`src/rtl/fsb_ctrl_pkg.sv`:
```
// Shared constants for the front-side-bus cycle tracker.
// Output vector order everywhere is {ndtack, nvpa, ainact, bact, cact}.
package fsb_ctrl_pkg;
  localparam logic RST_NDTACK = 1'b1;
  localparam logic RST_NVPA   = 1'b1;
  localparam logic RST_AINACT = 1'b1;
  localparam logic RST_BACT   = 1'b0;
  localparam logic RST_CACT   = 1'b0;
endpackage

```
`src/rtl/fsb_ctrl_if.sv`:
```
// 68000 front-side-bus signals seen by the cycle tracker.
// Handshake: a cycle is open while nAS is sampled low; the tracker answers with
// nDTACK (or nVPA when IACS=1) once Ready=1, holding it until nAS is sampled high.
interface fsb_ctrl_if;
  logic nAS;
  logic Ready;
  logic IACS;
  logic nDTACK;
  logic nVPA;
  logic AINACT;
  logic BACT;
  logic CACT;

  modport master (
    output nAS, Ready, IACS,
    input  nDTACK, nVPA, AINACT, BACT, CACT
  );

  modport slave (
    input  nAS, Ready, IACS,
    output nDTACK, nVPA, AINACT, BACT, CACT
  );
endinterface

```
`src/rtl/fsb_ctrl.sv`:
```
// Bus cycle tracker and acknowledge generator clocked by FCLK.
// The five registered outputs are the whole state; BACT/CACT double as the phase debug view.
module fsb_ctrl
  import fsb_ctrl_pkg::*;
(
  input  logic        FCLK,
  input  logic        Reset,
  fsb_ctrl_if.slave   bus
);

  logic ndtack_q, nvpa_q, ainact_q, bact_q, cact_q;
  logic ndtack_d, nvpa_d, ainact_d, bact_d, cact_d;
  logic as_s;

  assign as_s = ~bus.nAS;

  always_ff @(posedge FCLK) begin
    if (Reset) begin
      ndtack_q <= RST_NDTACK;
      nvpa_q   <= RST_NVPA;
      ainact_q <= RST_AINACT;
      bact_q   <= RST_BACT;
      cact_q   <= RST_CACT;
    end else begin
      ndtack_q <= ndtack_d;
      nvpa_q   <= nvpa_d;
      ainact_q <= ainact_d;
      bact_q   <= bact_d;
      cact_q   <= cact_d;
    end
  end

  always_comb begin
    ndtack_d = 1'b1;
    nvpa_d   = 1'b1;
    ainact_d = 1'b1;
    bact_d   = 1'b0;
    cact_d   = 1'b0;
    if (as_s == 1'b1) begin
      ainact_d = 1'b0;
      bact_d   = 1'b1;
      if (bact_q) begin
        cact_d   = 1'b1;
        ndtack_d = ndtack_q;
        nvpa_d   = nvpa_q;
        // Only the first Ready decides which acknowledge fires; it then latches.
        if (ndtack_q && nvpa_q && Ready_s()) begin
          if (bus.IACS) nvpa_d   = 1'b0;
          else          ndtack_d = 1'b0;
        end
      end
    end
  end

  function automatic logic Ready_s();
    return bus.Ready;
  endfunction

  assign bus.nDTACK = ndtack_q;
  assign bus.nVPA   = nvpa_q;
  assign bus.AINACT = ainact_q;
  assign bus.BACT   = bact_q;
  assign bus.CACT   = cact_q;

endmodule

```
`src/flat_wrapper.sv`:
```
// flat-port wrapper written by rule: the top's interface ports become plain ports
module fsb_ctrl_flat import fsb_ctrl_pkg::*;
  (FCLK, Reset, bus_nAS, bus_Ready, bus_IACS, bus_nDTACK, bus_nVPA, bus_AINACT, bus_BACT, bus_CACT);
  fsb_ctrl_if bus_i ();
  input  logic FCLK;
  input  logic Reset;
  input wire logic [$bits(bus_i.nAS)-1:0] bus_nAS;
  input wire logic [$bits(bus_i.Ready)-1:0] bus_Ready;
  input wire logic [$bits(bus_i.IACS)-1:0] bus_IACS;
  output wire logic [$bits(bus_i.nDTACK)-1:0] bus_nDTACK;
  output wire logic [$bits(bus_i.nVPA)-1:0] bus_nVPA;
  output wire logic [$bits(bus_i.AINACT)-1:0] bus_AINACT;
  output wire logic [$bits(bus_i.BACT)-1:0] bus_BACT;
  output wire logic [$bits(bus_i.CACT)-1:0] bus_CACT;
  assign bus_i.nAS = bus_nAS;
  assign bus_i.Ready = bus_Ready;
  assign bus_i.IACS = bus_IACS;
  assign bus_nDTACK = bus_i.nDTACK;
  assign bus_nVPA = bus_i.nVPA;
  assign bus_AINACT = bus_i.AINACT;
  assign bus_BACT = bus_i.BACT;
  assign bus_CACT = bus_i.CACT;
  fsb_ctrl u_core (.FCLK(FCLK), .Reset(Reset), .bus(bus_i));
endmodule
```
`config.mk`:
```
export PLATFORM = sky130hd
export DESIGN_NAME = fsb_ctrl_flat
export DESIGN_NICKNAME = d
export VERILOG_FILES = /design/src/rtl/fsb_ctrl_pkg.sv /design/src/rtl/fsb_ctrl_if.sv /design/src/rtl/fsb_ctrl.sv /design/src/flat_wrapper.sv
export SDC_FILE = /design/constraint.sdc
export NUM_CORES = 1
export LEC_CHECK = 0
export CORE_AREA = 2 2 39 41
export DETAILED_ROUTE_END_ITERATION = 16
export DIE_AREA = 0 0 41 43
export PLACE_DENSITY = 0.39
export SYNTH_ARGS = -nofsm -noshare
export SYNTH_HDL_FRONTEND = slang
export SYNTH_SLANG_ARGS = --single-unit
```
`constraint.sdc`:
```
create_clock -name FCLK -period 1.25 [get_ports FCLK]
set_clock_uncertainty 0.05 [all_clocks]
set_input_delay 0.1875 -clock FCLK [delete_from_list [all_inputs] [get_ports FCLK]]
set_output_delay 0.1875 -clock FCLK [all_outputs]
set_load 0.02 [all_outputs]
```
==> impl_results.md, run 1 <==
* Required @ worst endpoint at 1010 ps
* Crit path time final at 1170 ps
* Yosys warning total at 0
* Most frequent cell after synthesis: dfxtp_1
* Average routed wire per standard cell at 8.19 um
* Final Wtd Congestion at 0.553
* Vias in the first global route at 151
* Crit path max-delay cell type: dlygate4sd2_1
* Max-Cap Viols at 0
* Max Root-Sink Buffers at 2
* Setup WS post-layout at 83.8 ps
* Share of post-route cells with drive strength above 1 at 14.8%
* DRT Pass-1 Iters at 2
* Vias at 143
* Post-Synthesis Cells at 14
* Clk pin slew, worst setup/hold paths at 40 ps
* DRC viols at 0
* Main synth FF type: dfxtp_1
* Syn nets at 19
* Initial Util at 11.2%
* Register bit count reported by yosys at 5
* Num CTS Buffers at 3
* Layout area overhead at 83.9%
* Top cells by count, synth: dfxtp_1 (5), inv_1 (3), o21ai_1 (2)
* Via-per-instance ratio at 3.33
* Die X at 41 um
* Core area at 1380 um2
* H-tree lvl count at 1
* Endpoints failing setup at 0
* Std cell rows at 14
* Synthesized area at 155 um2
* Largest net degree at the start of global routing at 4
* Worst vdd ir at 0.000426 V
* Final hold vios at 0
* Ant. Diodes at 0
* Fraction of registers with async set/reset at 0%
* Register area share after synthesis at 64.5%
* Power per cell area at 1360 nW/um2
* Clock Sink Count at 5
* Syn_area_per_cell at 11.1 um2
* Measured slew at the worst slew-check pin at 217 ps
* Most area-consuming cells after synthesis: dfxtp_1 (65%), nor3b_2 (8.1%), inv_1 (7.3%), o21ai_1 (6.5%), and3b_1 (5.6%)
* Die Ht at 43 um
* Die Footprint at 1760 um2
* Crit path kind: reg2out
* EDFF count, synth at 0
* First-iteration detailed-routing DRC count at 2
* Crit path max-delay family: buffers and inverters
* CP max stage delay at 350 ps
* Nets@finish at 33
* Status: complete, no violations
* Initial antenna violation count at 0
* Total Wirelength at 352 um
* Synth unique cells at 7
* CP Data Arrival Time at 930 ps
* CP Buf/Inv Count at 1
* Synth area leader: dfxtp_1
* Gr usage total at 5.53%
* Slew margin rel. at 85.6%
* Remaining Overflow, GRT at 0
* # fillers at 151
* Slew Viols, Final at 0
* Max Clk Rate at 0.857 GHz
* Cts hold-fix bufs at 0
* Post-CTS setup buffers at 0
* Maximum fanout along the worst path at 3
* Worst skew pair latency at 240 ps
* Period utilisation layout at 93.3%
* Top cell type's share of synthesized area at 64.5%
* CTS resizes at 5
* CTS tree: yes
* TNS Setup at 0 ps
* PortBufs at 9
* Root buffer cell: clkbuf_4
* HP Class: reg2reg
* Leak Pwr at 0.140 nW
* Place WS at 62.3 ps
* DRT antenna net count at 0
* CP Capture Type: primary output
* RSZ-0062 raised after global routing: false
* CP Launch Type: register
* First-pass GRT wire length at 558 um
* CP Cell Sequence: dlygate4sd2_1
* I/O Pins at 10
power by group:
group	leakage, nW	switching, mW	internal (mW)
logic	0.0839	0.0139	0.0198
registers	0.0411	0.00164	0.165
clock network	0.0150	0.0668	0.121
per-stage QoR:
step	utilization (%)	total power [mW]	cell area (um2)	hold slack, ps	instances
after floorplan	-	0.182	155	218	14
after global routing	20.6	0.412	285	436	43
final	20.6	0.388	285	417	43
after detailed placement	19.2	0.207	265	414	39
after CTS	20.6	0.397	285	420	43
after global placement	19.2	0.206	265	399	39
cell usage in the layout (no fill, tap or decap):
cell type	Yosys	final
clkdlybuf4s50_1	0	4
and3b_1	1	1
inv_1	3	3
dfxtp_1	5	5
clkbuf_1	0	1
nor3b_2	1	1
clkbuf_4	0	3
dlygate4sd2_1	0	5
o21ai_1	2	2
and3_1	1	1
or2_1	1	1
metal layers:
metal,vias up,global-route usage [%],part of all wire [%]
met5,-,0,0
met1,61,4.53,39
met4,0,2.00,0
met2,12,7.19,43
li1,70,-,-
met3,0,7.85,18
cells by family (layout without fill, tap and decap cells):
family	count (synthesis)	after routing	synth area share, %
flip-flops	5	5	64.5
AND/OR/NAND/NOR	4	4	21.8
buffers and inverters	3	16	7.26
AO/OA/AOI/OAI	2	2	6.45
layout make-up:
class	count	area [um2]	area share (%)
clock buffer	4	26.3	9.21
multi-input combinational	6	43.8	15.4
sequential	5	100	35.1
tap	16	20.0	7.02
timing repair buffer	9	83.8	29.4
inverter	3	11.3	3.95
path summary, 6_finish.rpt:
path	from	endpoint	slack, ps	cells past startpoint
max	u_core.bus.nVPA$_SDFFE_PP1P_	bus_nVPA	80	1
min	u_core.bus.nDTACK$_SDFFE_PP1P_	u_core.bus.nDTACK$_SDFFE_PP1P_	420	2
max reg2reg	u_core.bus.BACT$_SDFF_PP0_	u_core.bus.nVPA$_SDFFE_PP1P_	470	2
min reg2reg	u_core.bus.nDTACK$_SDFFE_PP1P_	u_core.bus.nDTACK$_SDFFE_PP1P_	420	2
flip-flops by register name (all words and copies together) (netlist names):
register	count
u_core.bus.BACT	1
u_core.bus.nVPA	1
u_core.bus.CACT	1
u_core.bus.AINACT	1
u_core.bus.nDTACK	1
tightest hold or removal path, cell delays in order, from the launching register on:
cell and delay (ps):
dfxtp_1 310, inv_1 50, o21ai_1 60
Note: power is estimated with default switching activity, not from simulation.
==> run 2: changes to the inputs <==
- ABC_AREA: unset -> 1
- GPL_ROUTABILITY_DRIVEN: unset -> 0
==> impl_results.md, run 2 <==
* Crit path time final at 1160 ps (-3.98 ps)
* Total Wirelength at 342 um (-2.8%)
* Clk pin slew, worst setup/hold paths at 40 ps (about the same)
* Synthesized area at 156 um2 (+0.81%)
* Die Footprint at 1760 um2 (unchanged)
* Reg2Reg Depth at 3 (+1)
* PortBufs at 9 (unchanged)
* Post-CTS setup buffers at 0 (unchanged)
* Critical path depth in cells at 1 (unchanged)
* Core area at 1380 um2 (unchanged)
* Most frequent cells in the layout: dlygate4sd2_1 (5), dfxtp_1 (5), nand2_1 (4), clkdlybuf4s50_1 (4)
* First-iteration detailed-routing DRC count at 5 (+3)
* Via-per-instance ratio at 3.16 (-5.1%)
* Crit path kind: reg2out
* Remaining Overflow, GRT at 0 (unchanged)
* Max-Cap Viols at 0 (unchanged)
* First-pass GRT wire length at 489 um (-12%)
* CTS tree: yes
* Setup WS post-layout at 87.8 ps (+3.98 ps)
* Synth area leader: dfxtp_1
* Worst vdd ir at 0.000403 V (-5.2%)
* CP Buf/Inv Count at 1 (unchanged)
* Crit path max-delay cell type: dfxtp_1
* Dpl cell area at 267 um2 (+0.47%)
* CP Launch Point: u_core.bus.nVPA$_SDFFE_PP1P_
* CP Data Arrival Time at 920 ps (about the same)
* Register bit count reported by yosys at 5 (unchanged)
* Most frequent cell after synthesis: dfxtp_1
* Fraction of registers with async set/reset at 0% (unchanged)
* Num CTS Buffers at 3 (unchanged)
* Die Ht at 43 um (unchanged)
* Mux share of post-synthesis cell area at 0% (unchanged)
* Synth unique cells at 6 (-1)
* Flop2flop setup slack at 490 ps (+20 ps)
* DRT Pass-1 Iters at 2 (unchanged)
* Worst flop-to-flop path startpoint: u_core.bus.BACT$_SDFF_PP0_
* Status: complete, no violations
* DRC viols at 0 (unchanged)
* Complex-gate fraction of the synthesized area at 0% (-6.5 points)
* CTS resizes at 5 (unchanged)
* Top cells by count, synth: dfxtp_1 (5), nand2_1 (4), inv_1 (3)
* Largest family of logic cells by synthesized area: simple AND/OR/NAND/NOR gates
* CP Cell Sequence: dlygate4sd2_1
* Synth Area in Simple Gates at 28.8% (+7.0 points)
* Worst Setup EP: bus_nVPA
* Ant. Diodes at 0 (unchanged)
* Period utilisation layout at 93.0% (-0.32 points)
* HP Class: reg2reg
* Layout area overhead at 83.2%
* RSZ-0062 raised after global routing: false
* CP max stage delay at 340 ps (about the same)
* Maximum fanout along the worst path at 3 (unchanged)
* Share of post-route cells with drive strength above 1 at 13.8% (-1.0 points)
* Max Root-Sink Buffers at 2 (unchanged)
* Cts hold-fix bufs at 0 (unchanged)
* Initial Util at 11.3% (+0.090 points)
* Root buffer cell: clkbuf_4
* # fillers at 153 (+1.3%)
* Final hold vios at 0 (unchanged)
* Measured slew at the worst slew-check pin at 215 ps (-2.55 ps)
* Slew Viols, Final at 0 (unchanged)
* Endpoints failing setup at 0 (unchanged)
* Crit path max-delay family: flip-flops
* WHS at 411 ps (-6.27 ps)
* Post-Synth Adder-Cell Area at 0% (unchanged)
* Overall power at 391 uW (+0.90%)
* Clock Sink Count at 5 (unchanged)
* Syn_area_per_cell at 9.78 um2 (-12%)
* TNS Setup at 0 ps (unchanged)
* Gr usage total at 5.13% (-0.40 points)
* Power per cell area at 1370 nW/um2 (+0.45%)
* Most area-consuming cells after synthesis: dfxtp_1 (64%), nor3_4 (10%), nand2_1 (9.6%), inv_1 (7.2%), nand3_1 (6.4%)
* DRT antenna net count at 0 (unchanged)
* Design Area, Final at 287 um2 (+0.44%)
* Slew margin rel. at 85.7% (+0.17 points)
* Nets@finish at 35 (+6.1%)
* EDFF count, synth at 0 (unchanged)
* H-tree lvl count at 1 (unchanged)
* Post-synthesis xor/xnor area fraction at 0% (unchanged)
* Vias at 142 (-0.70%)
* Required @ worst endpoint at 1010 ps (about the same)
* Die X at 41 um (unchanged)
* Reg2reg end: u_core.bus.nVPA$_SDFFE_PP1P_
* Std cell rows at 14 (unchanged)
* Worst skew pair latency at 240 ps (about the same)
* Non-Filler Instances at 45 (+4.7%)
* Vias in the first global route at 127 (-16%)
* Leak Pwr at 0.128 nW (-8.2%)
* DP Cell Count at 41 (+5.1%)
* Max Clk Rate at 0.860 GHz (+0.34%)
* Post-Synthesis Cells at 16 (+2)
* Largest net degree at the start of global routing at 4 (unchanged)
* Final Core Density at 20.7% (+0.090 points)
* Initial antenna violation count at 0 (unchanged)
* Place WS at 59.2 ps (-3.17 ps)
* CP Launch Type: register
* Yosys warning total at 0 (unchanged)
* Main synth FF type: dfxtp_1
* Average routed wire per standard cell at 7.60 um (-7.2%)
* Register area share after synthesis at 64.0% (-0.52 points)
* I/O Pins at 10 (unchanged)
* Syn nets at 21 (+2)
* CP Capture Type: primary output
* Top cell type's share of synthesized area at 64.0% (-0.52 points)
[run 2: cell types whose count changed after synthesis, sizes merged]
cell,change
nand2,+4
or2,-1
nor3b,-1
and3,-1
nand3,+2
nor3,+1
o21ai,-2
nor2,+1
and3b,-1
[run 2: cells by family after synthesis]
group | after synthesis
and+or+nand+nor | 8
DFF | 5
buffers and inverters | 3
[run 2: cell type report]
cell class	instances	area, um2	share of cell area [%]
Sequential cell	5	100	34.9
Timing Repair Buffer	9	83.8	29.3
Multi-Input combinational cell	8	45.0	15.7
Clock buffer	4	26.3	9.17
Tap cell	16	20.0	6.99
Inverter	3	11.3	3.93
[run 2: worst min-delay path by stage]
stage,from,slack (ps),cells past startpoint,endpoint
after detailed placement,u_core.bus.nDTACK$_SDFFE_PP1P_,410,2,u_core.bus.nDTACK$_SDFFE_PP1P_
after global routing,u_core.bus.nDTACK$_SDFFE_PP1P_,440,2,u_core.bus.nDTACK$_SDFFE_PP1P_
after global placement,u_core.bus.nDTACK$_SDFFE_PP1P_,400,2,u_core.bus.nDTACK$_SDFFE_PP1P_
final,u_core.bus.nDTACK$_SDFFE_PP1P_,410,2,u_core.bus.nDTACK$_SDFFE_PP1P_
after CTS,u_core.bus.nDTACK$_SDFFE_PP1P_,410,2,u_core.bus.nDTACK$_SDFFE_PP1P_
after floorplan,bus_nAS,210,1,u_core.bus.CACT$_SDFF_PP0_
[run 2: routing by layer]
metal	wire length [um]	global-route usage (%)	part of all wire (%)	vias to the layer above
li1	-	-	-	75
met1	136	4.21	40	54
met2	119	6.25	35	13
met3	86	7.85	25	0
met4	0	2.00	0	0
met5	0	0	0	-
[run 2: where the power goes]
part           internal (mW)  switching (mW)  leakage (nW)
combinational         0.0193          0.0185        0.0724
sequential             0.165         0.00195        0.0411
clock                  0.121          0.0659        0.0150
==> run 3: changes to the inputs <==
- SKIP_LAST_GASP: unset -> 1
==> results of run 3 <==
No change in the layout: final DEF, timing and power equal those of run 2.
